`src/rtl/bcd_counter_display.sv`:
```
// BCD up/down counter with prescaled stepping and a multiplexed common-anode 7-segment driver.
// Optional build macro LEADING_ZERO_BLANK_EN blanks leading zero digits (digit 0 always shown).
module bcd_counter_display #(
    parameter int NUM_DIGITS = 4,
    parameter int TICK_DIV   = 12_500_000,
    parameter int SCAN_DIV   = 50_000
) (
    input  logic                    clk,
    input  logic                    rst,
    input  logic                    en,
    input  logic                    up_dn,
    input  logic                    load,
    input  logic [4*NUM_DIGITS-1:0] load_val,
    output logic [4*NUM_DIGITS-1:0] count_bcd,
    output logic                    wrap,
    output logic [7:0]              segmentos,
    output logic [NUM_DIGITS-1:0]   sel_seg
);

    localparam int W  = 4 * NUM_DIGITS;
    localparam int PW = $clog2(TICK_DIV);
    localparam int SW = $clog2(SCAN_DIV);
    localparam int IW = (NUM_DIGITS > 1) ? $clog2(NUM_DIGITS) : 1;

    localparam logic [PW-1:0] TICK_LAST = PW'(TICK_DIV - 1);
    localparam logic [SW-1:0] SCAN_LAST = SW'(SCAN_DIV - 1);
    localparam logic [IW-1:0] IDX_LAST  = IW'(NUM_DIGITS - 1);

    logic [PW-1:0]         presc;
    logic [SW-1:0]         scan_cnt;
    logic [IW-1:0]         idx;
    logic [W-1:0]          count_inc;
    logic [W-1:0]          count_dec;
    logic [W-1:0]          load_clamped;
    logic                  inc_carry;
    logic                  dec_borrow;
    logic [3:0]            digit_val;
    logic [NUM_DIGITS-1:0] sel_next;
    logic [7:0]            seg_next;

    function automatic logic [7:0] seg_decode(input logic [3:0] d);
        case (d)
            4'd0:    seg_decode = 8'hC0;
            4'd1:    seg_decode = 8'hF9;
            4'd2:    seg_decode = 8'hA4;
            4'd3:    seg_decode = 8'hB0;
            4'd4:    seg_decode = 8'h99;
            4'd5:    seg_decode = 8'h92;
            4'd6:    seg_decode = 8'h82;
            4'd7:    seg_decode = 8'hF8;
            4'd8:    seg_decode = 8'h80;
            4'd9:    seg_decode = 8'h90;
            default: seg_decode = 8'hFF;
        endcase
    endfunction

    // Ripple carry/borrow across digits; the final carry/borrow is the wrap condition.
    always_comb begin
        count_inc  = count_bcd;
        count_dec  = count_bcd;
        inc_carry  = 1'b1;
        dec_borrow = 1'b1;
        for (int i = 0; i < NUM_DIGITS; i++) begin
            if (inc_carry) begin
                if (count_bcd[i*4 +: 4] == 4'd9) begin
                    count_inc[i*4 +: 4] = 4'd0;
                end else begin
                    count_inc[i*4 +: 4] = count_bcd[i*4 +: 4] + 4'd1;
                    inc_carry = 1'b0;
                end
            end
            if (dec_borrow) begin
                if (count_bcd[i*4 +: 4] == 4'd0) begin
                    count_dec[i*4 +: 4] = 4'd9;
                end else begin
                    count_dec[i*4 +: 4] = count_bcd[i*4 +: 4] - 4'd1;
                    dec_borrow = 1'b0;
                end
            end
        end
    end

    always_comb begin
        load_clamped = load_val;
        for (int i = 0; i < NUM_DIGITS; i++) begin
            if (load_val[i*4 +: 4] > 4'd9) begin
                load_clamped[i*4 +: 4] = 4'd9;
            end
        end
    end

    // Load wins over a step and restarts the prescaler.
    always_ff @(posedge clk or posedge rst) begin
        if (rst) begin
            count_bcd <= '0;
            wrap      <= 1'b0;
            presc     <= '0;
        end else begin
            wrap <= 1'b0;
            if (load) begin
                count_bcd <= load_clamped;
                presc     <= '0;
            end else if (en) begin
                if (presc == TICK_LAST) begin
                    presc     <= '0;
                    count_bcd <= up_dn ? count_inc : count_dec;
                    wrap      <= up_dn ? inc_carry : dec_borrow;
                end else begin
                    presc <= presc + PW'(1);
                end
            end
        end
    end

    always_ff @(posedge clk or posedge rst) begin
        if (rst) begin
            scan_cnt <= '0;
            idx      <= '0;
        end else if (scan_cnt == SCAN_LAST) begin
            scan_cnt <= '0;
            idx      <= (idx == IDX_LAST) ? '0 : idx + IW'(1);
        end else begin
            scan_cnt <= scan_cnt + SW'(1);
        end
    end

    always_comb begin
        digit_val = 4'd0;
        sel_next  = '1;
        for (int i = 0; i < NUM_DIGITS; i++) begin
            if (idx == IW'(i)) begin
                digit_val   = count_bcd[i*4 +: 4];
                sel_next[i] = 1'b0;
            end
        end
    end

`ifdef LEADING_ZERO_BLANK_EN
    logic upper_zero;
    logic blank;

    // A digit is blanked when it and every digit above it are zero.
    always_comb begin
        upper_zero = 1'b1;
        blank      = 1'b0;
        for (int i = NUM_DIGITS - 1; i > 0; i--) begin
            upper_zero = upper_zero & (count_bcd[i*4 +: 4] == 4'd0);
            if (idx == IW'(i)) begin
                blank = upper_zero;
            end
        end
    end

    assign seg_next = blank ? 8'hFF : seg_decode(digit_val);
`else
    assign seg_next = seg_decode(digit_val);
`endif

    always_ff @(posedge clk or posedge rst) begin
        if (rst) begin
            segmentos <= 8'hFF;
            sel_seg   <= '1;
        end else begin
            segmentos <= seg_next;
            sel_seg   <= sel_next;
        end
    end

endmodule

```
`config.mk`:
```
export PLATFORM = sky130hd
export DESIGN_NAME = bcd_counter_display
export DESIGN_NICKNAME = d
export VERILOG_FILES = /design/src/rtl/bcd_counter_display.sv
export SDC_FILE = /design/constraint.sdc
export NUM_CORES = 1
export LEC_CHECK = 0
export ABC_CLOCK_PERIOD_IN_PS = 3000
export BUFFER_PORTS_ARGS = -buffer_cell sky130_fd_sc_hd__clkbuf_2
export CORE_ASPECT_RATIO = 0.7
export CORE_MARGIN = 2
export CORE_UTILIZATION = 59
export DETAILED_ROUTE_END_ITERATION = 10
export GPL_TIMING_DRIVEN = 0
export PLACE_DENSITY_LB_ADDON = 0.12
export SETUP_SLACK_MARGIN = 0.2
export SYNTH_ARGS = -nofsm -noshare
export SYNTH_HDL_FRONTEND = slang
export SYNTH_SLANG_ARGS = --single-unit
```
`constraint.sdc`:
```
create_clock -name clk -period 3 [get_ports clk]
set_clock_uncertainty 0.15 [all_clocks]
set_input_delay 0.3 -clock clk [delete_from_list [all_inputs] [get_ports clk]]
set_output_delay 0.3 -clock clk [all_outputs]
set_load 0.03 [all_outputs]
```
==> flow_summary.json, run 1 <==
{
  "critPathCaptureType": "flop",
  "fillerInstances": 610,
  "coreArea_um2": 7250,
  "fin_hold_ws_ns": -0.0449,
  "clockBufferDepth": 2,
  "crit_type": "reg2reg",
  "grtUsageTotal_pct": 26.6,
  "routed_wl_um": 10500,
  "path_clk_slew_ns": 0.07,
  "power.total_mw": 2.13,
  "crit_fanout": 9,
  "synth_cells": 497,
  "hp-class": "in2async",
  "grt_overflow": 0,
  "final_util_pct": 68.0,
  "die-width_um": 107,
  "crit_slowest_cell": "or4_1",
  "syn_area_per_cell_um2": 8.81,
  "ys_ff_latch": 70,
  "nets": 588,
  "ys.flop_type": "dfrtp_1",
  "drt_iter0_markers": 283,
  "syn_area_um2": 4380,
  "start_util_pct": 60.3,
  "tightest_slew_ns": 0.864,
  "synth_top_cell_by_area": "dfrtp_1",
  "synth_cell_types": 64,
  "peakVddDrop_mv": 0.346,
  "cts_made_buffers": 9,
  "gp_congestion": 0.878,
  "clock_latency_ns": 0.35,
  "fp.dieArea_um2": 8140,
  "synth-seq-area-share_pct": 40.3,
  "drtAntennaViolNets": 0,
  "cts_root_buf": "clkbuf_8",
  "dr.pass1.iters": 5,
  "hold_violations": 47,
  "cts.sinks": 70,
  "cts_tree": "yes",
  "layout-drive-gt1-share_pct": 16.0,
  "max_freq_mhz": 385,
  "synthTopCellsByArea": "dfrtp_1 34%, dfstp_2 6.6%, xnor2_1 6.2%",
  "finalCritPeriodShare_pct": 86.7,
  "required_ns": 3.07,
  "powerDensity_nw_per_um2": 431,
  "grt_pass1_wl_um": 17100,
  "cap_violations": 0,
  "arrival_ns": 2.67,
  "synth_edf_count": 0,
  "path_cells": "clkbuf_1 -> or4_1 -> or3_4 -> a2111oi_4 -> buf_4 -> mux2i_1 -> o21ai_1",
  "synth_top_area_share_pct": 33.7,
  "async_reset_ff_share_pct": 100,
  "yosysWarnings": 0,
  "status": "finished with violations",
  "syn-num-nets": 529,
  "drc": 0,
  "rows": 26,
  "diodes": 0,
  "slew_violations": 0,
  "cp_slowest_stage_delay_ns": 0.50,
  "start_kind": "flop",
  "dp_hpwl_um": 7540,
  "antenna_found_initial": 0,
  "port_buffers": 47,
  "viasPerCell": 5.93,
  "htreeDepth": 3,
  "routedWlPerCell_um": 16.0,
  "area_growth_pct": 12.7,
  "relSlewSlack_pct": 42.4,
  "dr_total_vias": 3911,
  "setup_violations": 0,
  "violations": "negative hold slack",
  "grt_max_degree": 71,
  "pin_count": 50,
  "fin_crit_ns": 2.60,
  "leakage_nw": 2.04,
  "grt_pass1_vias": 3393,
  "die_h_um": 76.1,
  "rsz0062_at_grt": "no",
  "holdBufCountCts": 0
}
[power breakdown]
part           internal (mW)  switching, mW  leakage [nW]
sequential             0.993         0.0310         0.896
combinational          0.152          0.291          1.06
clock                  0.323          0.336        0.0817
[state kept, by name (all words and copies together), names as in the netlist]
signal / cells
presc: 24
count_bcd: 16
scan_cnt: 16
segmentos: 7
sel_seg: 4
idx: 2
wrap: 1
[layout make-up]
class / instances / area (um^2) / share of cell area [%]
flip-flops and latches: 70 / 1770 / 35.8
well taps: 98 / 123 / 2.48
inverters: 22 / 85.1 / 1.72
clock buffers: 15 / 156 / 3.17
multi-input cells: 373 / 2430 / 49.2
repair buffers: 48 / 243 / 4.92
plain buffers: 32 / 131 / 2.66
clock inverters: 1 / 5.00 / 0.101
[worst paths after layout]
kind / slack (ns) / startpoint / cells past startpoint / to
max: 0.40 / count_bcd[7]$_DFFE_PP0P_ / 7 / count_bcd[11]$_DFFE_PP0P_
min: -0.04 / rst / 2 / presc[1]$_DFFE_PP0N_
max reg2reg: 0.40 / count_bcd[7]$_DFFE_PP0P_ / 7 / count_bcd[11]$_DFFE_PP0P_
min reg2reg: 0.35 / scan_cnt[7]$_DFF_PP0_ / 1 / scan_cnt[7]$_DFF_PP0_
max in group asynchronous: 2.16 / rst / 2 / count_bcd[13]$_DFFE_PP0P_
min in group clk: 0.03 / load_val[3] / 3 / count_bcd[3]$_DFFE_PP0P_
[placed cells by master, fill, tap and decap left out, types with 4 or more instances in the layout]
| cell type | synthesis | final |
|---|---|---|
| nor4_1 | 9 | 8 |
| a2bb2oi_1 | 5 | 5 |
| nand4_1 | 10 | 10 |
| nor2_1 | 57 | 57 |
| nor3_1 | 15 | 15 |
| xnor2_1 | 31 | 31 |
| nand3_1 | 20 | 20 |
| clkbuf_8 | 0 | 10 |
| a31oi_1 | 6 | 6 |
| clkbuf_2 | 0 | 47 |
| ha_1 | 11 | 11 |
| xor2_1 | 13 | 13 |
| and4_1 | 7 | 7 |
| o21a_1 | 6 | 6 |
| clkbuf_1 | 29 | 34 |
| nand2_1 | 35 | 35 |
| dfrtp_1 | 59 | 59 |
| inv_1 | 21 | 20 |
| o21ai_1 | 11 | 11 |
| mux2i_1 | 10 | 10 |
| a21oi_1 | 18 | 18 |
| dfstp_2 | 11 | 11 |
| and3_1 | 6 | 6 |
| nand2b_1 | 7 | 7 |
| nor2b_1 | 8 | 8 |
| o211ai_1 | 4 | 4 |
| o21ai_0 | 24 | 24 |
[logic make-up (layout without fill, tap and decap cells)]
| kind of cell | count (synthesis) | count (layout) | share of synthesized area, % |
|---|---|---|---|
| AO/OA/AOI/OAI | 101 | 101 | 15.3 |
| XOR/XNOR | 44 | 44 | 8.80 |
| adder cells (fa/ha/maj) | 11 | 11 | 3.14 |
| buffers and inverters | 54 | 118 | 4.89 |
| flip-flops | 70 | 70 | 40.3 |
| multiplexers | 15 | 15 | 3.57 |
| other | 1 | 1 | 0.0857 |
| AND/OR/NAND/NOR | 201 | 201 | 23.9 |
[metal layers]
metal / global-route usage [%] / wire, um / vias up / share of wire [%]
li1: - / - / 1872 / -
met1: 42.9 / 5480 / 1884 / 52
met2: 34.5 / 4070 / 145 / 39
met3: 8.13 / 860 / 10 / 8.2
met4: 5.97 / 99 / 0 / 0.94
met5: 0 / 0 / - / 0
[worst max-delay path: cells and delay by family (launching register included)]
kind | cells | cell delay (ns)
buffers and inverters | 2 | 0.41
AND/OR/NAND/NOR | 2 | 0.91
flip-flops | 1 | 0.39
multiplexers | 1 | 0.19
AO/OA/AOI/OAI | 2 | 0.42
[cell usage after synthesis (2+ instances only)]
cell type and number:
nand3_1 20, o211ai_1 4, mux2_2 3, a31oi_1 6, dfstp_2 11, o21bai_1 2, o2111ai_1 2, inv_1 21
mux2i_1 10, a22oi_1 3, nor2b_1 8, mux2_1 2, dfrtp_1 59, o21a_1 6, and2_1 3, a21oi_1 18
a221o_1 2, nor3b_1 3, nor4_1 9, nand2_1 35, ha_1 11, nand4_1 10, nand2b_1 7, o21ai_1 11
nor4bb_1 4, and4_1 7, nand3b_1 3, xnor2_1 31, nor3_1 15, o22ai_1 3, or4_1 3, xor2_1 13
or2_2 3, and3_1 6, clkbuf_1 29, a2bb2oi_1 5, or3_1 3, nor2_1 57, o21ai_0 24
[per-stage QoR]
step                instances  setup TNS [ns]  hold WS [ns]  setup slack (ns)  instance area, um^2
floorplan                 497               0         0.259             0.423                 4380
global placement          642          -0.288         0.318          -0.00943                 4740
detailed placement        642               0         0.330             0.294                 4740
CTS                       658               0       0.00449             0.272                 4900
global route              659               0        0.0296             0.228                 4940
finish                    659               0       -0.0449             0.399                 4940
[timing repair]
| action | in CTS | in global routing |
|---|---|---|
| gates resized for setup | 0 | 5 |
| setup endpoints to repair | 0 | 12 |
| buffers inserted | 0 | 1 |
Note: power is estimated with default switching activity, not from simulation.
==> inputs of run 2 (changes only) <==
--- a/config.mk
+++ b/config.mk
@@ -5,6 +5,7 @@
 export SDC_FILE = /design/constraint.sdc
 export NUM_CORES = 1
 export LEC_CHECK = 0
+export ABC_AREA = 1
 export ABC_CLOCK_PERIOD_IN_PS = 3000
 export BUFFER_PORTS_ARGS = -buffer_cell sky130_fd_sc_hd__clkbuf_2
 export CORE_ASPECT_RATIO = 0.7
==> run 2 against run 1 <==
Net effect:
- the flow still finishes with violations (negative hold slack)
- clock-buffer cell count shrank 3
- via count increased by 17%
- sequential share of layout area shrank 1.0 points
- global-route usage up 2.0 points
- worst hold slack better by 0.0052 ns
- synthesized area up 3.0%
- fmax increased by 25%
- sequential cell count stayed put
- total power grew 29%
- wire length grew 7.2%
- first-iteration DRC count increased by 71%
- critical endpoint is now presc[22]$_DFFE_PP0N_
==> flow_summary.json, run 2 <==
{
  "clock_latency_ns": 0.36,
  "power.total_mw": 2.74,
  "final_cell_mix": "189 x nand2_1, 91 x nor2_1, 83 x inv_1",
  "violations": "negative hold slack",
  "cts_root_buf": "clkbuf_8",
  "cts_made_buffers": 9,
  "fillerInstances": 632,
  "status": "finished with violations",
  "gp_congestion": 0.918,
  "dp_slack_ns": 1.02,
  "place_inst": 802,
  "synth_cell_types": 35,
  "final_util_pct": 69.1,
  "largest_reg_flops": 24,
  "drt_iter0_markers": 483,
  "peakVddDrop_mv": 0.387,
  "crit_type": "reg2reg",
  "cts.sinks": 70,
  "die-width_um": 108,
  "syn_area_um2": 4510,
  "netlist_top_cells_count": "189 x nand2_1, 91 x nor2_1, 84 x inv_1",
  "ys.flop_type": "dfrtp_1",
  "required_ns": 3.10,
  "grt_max_degree": 71,
  "setup_ws_ns": 0.922,
  "synth_top_area_share_pct": 32.7,
  "hold_violations": 59,
  "synth_top_cell_by_area": "dfrtp_1",
  "drtAntennaViolNets": 0,
  "ys_ff_latch": 70,
  "synth_cells": 657,
  "path_cells": "ha_1 -> nand2_2 -> nor2_1 -> nand4_1 -> nor2_1 -> nand2_1 -> o21ai_0 -> nor2_1",
  "synth_edf_count": 0,
  "relSlewSlack_pct": 43.3,
  "r2r-start": "presc[0]$_DFFE_PP0N_",
  "diodes": 0,
  "coreArea_um2": 7350,
  "hp-class": "in2async",
  "dr_total_vias": 4557,
  "fp.dieArea_um2": 8370,
  "dp_hpwl_um": 8340,
  "setup_violations": 0,
  "syn_area_per_cell_um2": 6.86,
  "syn-num-nets": 689,
  "slew_violations": 0,
  "grtUsageTotal_pct": 28.6,
  "grt_pass1_wl_um": 19000,
  "rows": 26,
  "start_util_pct": 61.3,
  "stdcell_area_um2": 5080,
  "largestRegisters": "presc: 24 flops, count_bcd: 16 flops, scan_cnt: 16 flops",
  "arrival_ns": 2.18,
  "multi_input_area_um2": 2350,
  "holdBufCountCts": 0,
  "antenna_found_initial": 0,
  "grt_pass1_vias": 4106,
  "cts_tree": "yes",
  "postPlaceCellArea_um2": 4870,
  "crit_slowest_cell": "dfrtp_1",
  "async_reset_ff_share_pct": 100,
  "synth-seq-area-share_pct": 39.2,
  "grt_overflow": 0,
  "finalCritPeriodShare_pct": 69.3,
  "final_common_cell": "nand2_1",
  "viasPerCell": 5.57,
  "cp_top_family": "simple AND/OR/NAND/NOR gates",
  "port_buffers": 47,
  "routedWlPerCell_um": 13.8,
  "yosysWarnings": 0,
  "final-seq-area_um2": 1770,
  "layout-drive-gt1-share_pct": 14.0,
  "crit_fanout": 5,
  "start_kind": "flop",
  "fin_crit_ns": 2.08,
  "leakage_nw": 2.66,
  "routed_wl_um": 11300,
  "path_buf_inv": 0,
  "pin_count": 50,
  "yosys.cell_count.top_type": "nand2_1",
  "path_clk_slew_ns": 0.08,
  "setup_tns_ns": 0,
  "layout.cells.non_filler": 818,
  "tightest_slew_ns": 0.850,
  "cts_setup_buffers": 0,
  "fin_hold_ws_ns": -0.0397,
  "rsz0062_at_grt": "no",
  "cpMostUsedCell": "nor2_1",
  "cap_violations": 0,
  "nets": 747,
  "largest_register": "presc",
  "max_freq_mhz": 481,
  "clockBufferDepth": 2,
  "drc": 0,
  "synthTopCellsByArea": "dfrtp_1 33%, nand2_1 16%, nor2_1 7.6%",
  "area_growth_pct": 12.7,
  "htreeDepth": 3,
  "dr.pass1.iters": 7,
  "die_h_um": 77.1,
  "critPathCaptureType": "flop",
  "powerDensity_nw_per_um2": 540,
  "cts_resized": 0,
  "cp_slowest_stage_delay_ns": 0.40,
  "critPathLaunch": "presc[0]$_DFFE_PP0N_"
}
run 2: cell count changes in the layout (fill, tap and decap cells not counted), sizes merged, moves of 6 or more:
cell and delta:
nand2 +158, inv +70, nand3 +46, nor2 +40, clkbuf -29, xnor2 -29, mux2i -10, nor2b -8
and4 -7, nand2b -7, nor4 -7, nand4 +6
run 2: area by class of cell:
| cell class | instances | area share, % |
|---|---|---|
| flip-flops and latches | 70 | 34.8 |
| inverters | 88 | 6.55 |
| multi-input cells | 489 | 46.3 |
| well taps | 98 | 2.41 |
| plain buffers | 10 | 1.18 |
| clock inverters | 4 | 0.640 |
| repair buffers | 47 | 4.63 |
| clock buffers | 12 | 3.50 |
run 2: power breakdown:
group	internal (mW)	switching, mW
clock	0.409	0.388
combinational	0.226	0.538
sequential	1.05	0.130
run 2: worst paths after layout:
path                            slack [ns]                  endpoint  depth (start not counted)
worst max-delay path                  0.92     presc[22]$_DFFE_PP0N_                          8
worst min-delay path                 -0.04     scan_cnt[1]$_DFF_PP0_                          2
worst max register to register        0.92     presc[22]$_DFFE_PP0N_                          8
worst min register to register        0.34     scan_cnt[5]$_DFF_PP0_                          1
max in group asynchronous             2.18  count_bcd[9]$_DFFE_PP0P_                          2
min in group clk                      0.11     presc[19]$_DFFE_PP0N_                          4
run 2: layer usage:
metal	track usage, %	wire [um]	vias to the layer above	share of wire [%]
met5	0	0	-	0
met4	7.82	166	0	1.5
met3	6.21	1040	18	9.2
met2	43.4	4850	223	43
met1	41.2	5220	2099	46
li1	-	-	2217	-
run 2: cell families after synthesis:
group / synth area share (%)
other: 0.0832
DFF: 39.2
buffers and inverters: 8.66
and+or+nand+nor: 38.0
xor gates and xnor gates: 2.72
AOI/OAI and AO/OA: 8.35
adders and majority gates: 3.05
==> inputs of run 3 (changes only) <==
--- a/config.mk
+++ b/config.mk
@@ -5,8 +5,8 @@
 export SDC_FILE = /design/constraint.sdc
 export NUM_CORES = 1
 export LEC_CHECK = 0
-export ABC_AREA = 1
-export ABC_CLOCK_PERIOD_IN_PS = 3000
+export ABC_AREA = 0
+export ABC_CLOCK_PERIOD_IN_PS = 2150
 export BUFFER_PORTS_ARGS = -buffer_cell sky130_fd_sc_hd__clkbuf_2
 export CORE_ASPECT_RATIO = 0.7
 export CORE_MARGIN = 2
==> constraint.sdc (replaced) <==
create_clock -name clk -period 2.15 [get_ports clk]
set_clock_uncertainty 0.15 [all_clocks]
set_input_delay 0.215 -clock clk [delete_from_list [all_inputs] [get_ports clk]]
set_output_delay 0.215 -clock clk [all_outputs]
set_load 0.03 [all_outputs]
==> run 3 against run 2 <==
Net effect:
- the flow finishes with violations (negative setup slack)
- sequential cell count is the same
- final cell count down 8.7%
- critical path depth down 1
- combinational power grew 23%
- critical path type unchanged
- largest cell class unchanged
- largest power group unchanged
- highest routed layer unchanged
==> flow_summary.json, run 3 (synthesized netlist as in run 1, its figures left out) <==
{
  "violations": "negative setup slack",
  "fillerInstances": 290,
  "multi_input_area_um2": 2940,
  "rsz0062_at_grt": "yes",
  "finalCritPeriodShare_pct": 122,
  "area_growth_pct": 45.8,
  "coreArea_um2": 7250,
  "dp_hpwl_um": 7750,
  "grtUsageTotal_pct": 33.7,
  "largest_reg_flops": 24,
  "final_common_cell": "buf_4",
  "htreeDepth": 3,
  "port_buffers": 47,
  "start_util_pct": 60.3,
  "combPwrFrac_pct": 25.7,
  "cap_violations": 0,
  "hold_violations": 0,
  "setup_ws_ns": -0.471,
  "cts_root_buf": "clkbuf_8",
  "crit_slowest_cell": "or4_4",
  "tightest_slew_ns": 0.815,
  "fin_hold_ws_ns": 0.0434,
  "crit_fanout": 7,
  "antenna_found_initial": 0,
  "cts_tree": "yes",
  "cts.sinks": 70,
  "path_cells": "buf_6 -> or4_4 -> or3_4 -> a2111oi_4 -> buf_4 -> mux2i_1 -> o22ai_1",
  "grt_pass1_vias": 4298,
  "pin_count": 50,
  "layout-drive-gt1-share_pct": 41.4,
  "required_ns": 2.21,
  "die_h_um": 76.1,
  "routed_wl_um": 17700,
  "power.total_mw": 3.66,
  "final_cell_mix": "64 x buf_4, 52 x nor2_1, 50 x clkbuf_2",
  "layout.cells.non_filler": 747,
  "dr.pass1.iters": 8,
  "power_frac_seq_pct": 39.2,
  "grt_max_degree": 37,
  "hp-class": "in2reg",
  "setup_violations": 18,
  "relSlewSlack_pct": 45.6,
  "p_int_mw": 2.51,
  "max_freq_mhz": 382,
  "fp.dieArea_um2": 8140,
  "drc": 0,
  "path_clk_slew_ns": 0.08,
  "critPathLaunch": "count_bcd[5]$_DFFE_PP0P_",
  "arrival_ns": 2.68,
  "status": "finished with violations",
  "start_kind": "flop",
  "clockBufferDepth": 2,
  "cts_made_buffers": 9,
  "fin_crit_ns": 2.62,
  "gp_congestion": 0.862,
  "routedWlPerCell_um": 23.7,
  "pwr-share-clk_pct": 35.1,
  "dr_total_vias": 5200,
  "sw_frac_of_total_pct": 31.6,
  "slew_violations": 0,
  "peakVddDrop_mv": 0.472,
  "crit_type": "reg2reg",
  "grt_overflow": 0,
  "min_from": "load_val[6]",
  "r2r-start": "count_bcd[5]$_DFFE_PP0P_",
  "drt_iter0_markers": 1007,
  "final-seq-area_um2": 1780,
  "clock_latency_ns": 0.38,
  "drtAntennaViolNets": 0,
  "cp_slowest_stage_delay_ns": 0.51,
  "diodes": 0,
  "die-width_um": 107,
  "dp_slack_ns": -0.425,
  "final_util_pct": 88.0,
  "p_switching_mw": 1.16,
  "nets": 676,
  "grt_pass1_wl_um": 21500,
  "viasPerCell": 6.96,
  "rows": 26,
  "largest_register": "presc",
  "place_inst": 643,
  "critPathCaptureType": "flop",
  "largestRegisters": "presc: 24 flops, count_bcd: 16 flops, scan_cnt: 16 flops",
  "powerDensity_nw_per_um2": 574,
  "leakage_nw": 2.73
}
==> run 3: cell count changes in the layout (fill, tap and decap cells not counted), sizes merged, moves of 8 or more <==
| cell | delta |
|---|---|
| buf | +83 |
| clkbuf | +16 |
| dlygate4sd3 | +12 |
| inv | -71 |
| mux2i | +10 |
| nand2 | -158 |
| nand3 | -46 |
| nor2 | -40 |
| nor2b | +8 |
| xnor2 | +29 |
==> run 3: worst paths after layout <==
| path | endpoint | cells after the start | slack [ns] |
|---|---|---|---|
| max | count_bcd[10]$_DFFE_PP0P_ | 7 | -0.47 |
| min | count_bcd[6]$_DFFE_PP0P_ | 3 | 0.04 |
| max reg2reg | count_bcd[10]$_DFFE_PP0P_ | 7 | -0.47 |
| min reg2reg | scan_cnt[0]$_DFF_PP0_ | 1 | 0.33 |
| max in group asynchronous | count_bcd[8]$_DFFE_PP0P_ | 4 | 0.81 |
| min in group asynchronous | scan_cnt[2]$_DFF_PP0_ | 3 | 0.39 |
==> run 3: layer usage <==
layer  share of wire (%)  track usage, %
met5                   0               0
met4                 8.2            12.3
met3                  14            9.75
met2                  42            49.3
met1                  35            47.8
==> run 3: through the flow <==
step	cell area [um^2]	setup TNS (ns)
global route	6380	-4.52
detailed placement	4840	-8.17
floorplan	4460	-1.68
global placement	4820	-7.20
finish	6380	-3.63
CTS	5890	-2.54
==> run 3: area by class of cell <==
type / count / area share [%]
clock inverter: 3 / 1.02
timing repair buffer: 135 / 15.5
clock buffer: 13 / 2.65
multi-input combinational: 374 / 46.0
inverter: 22 / 1.47
sequential: 70 / 27.9
tap: 98 / 1.92
buffer: 32 / 3.49
==> run 3: critical path, delay by kind of cell, from the launching register on <==
family | cells | cell delay [ns]
flops | 1 | 0.40
simple gates | 2 | 0.90
mux | 1 | 0.26
buf+inv | 2 | 0.34
compound gates | 2 | 0.39
==> run 3: power groups by stage <==
stage	Sequential, mW	Clock, mW	Combinational, mW
floorplan	1.55	0	0.358
global placement	1.45	0	0.608
detailed placement	1.45	0	0.629
CTS	1.42	1.26	0.759
global route	1.44	1.32	0.978
finish	1.43	1.29	0.943
==> run 3: what timing repair did <==
| action | CTS | global route |
|---|---|---|
| endpoints found under the setup margin | 58 | 58 |
| hold endpoints to repair | 35 | 0 |
| resized for setup | 79 | 90 |
| cloned | 1 | 2 |
| pin swaps | 23 | 36 |
| hold buffers | 12 | 0 |
| setup buffers | 49 | 24 |
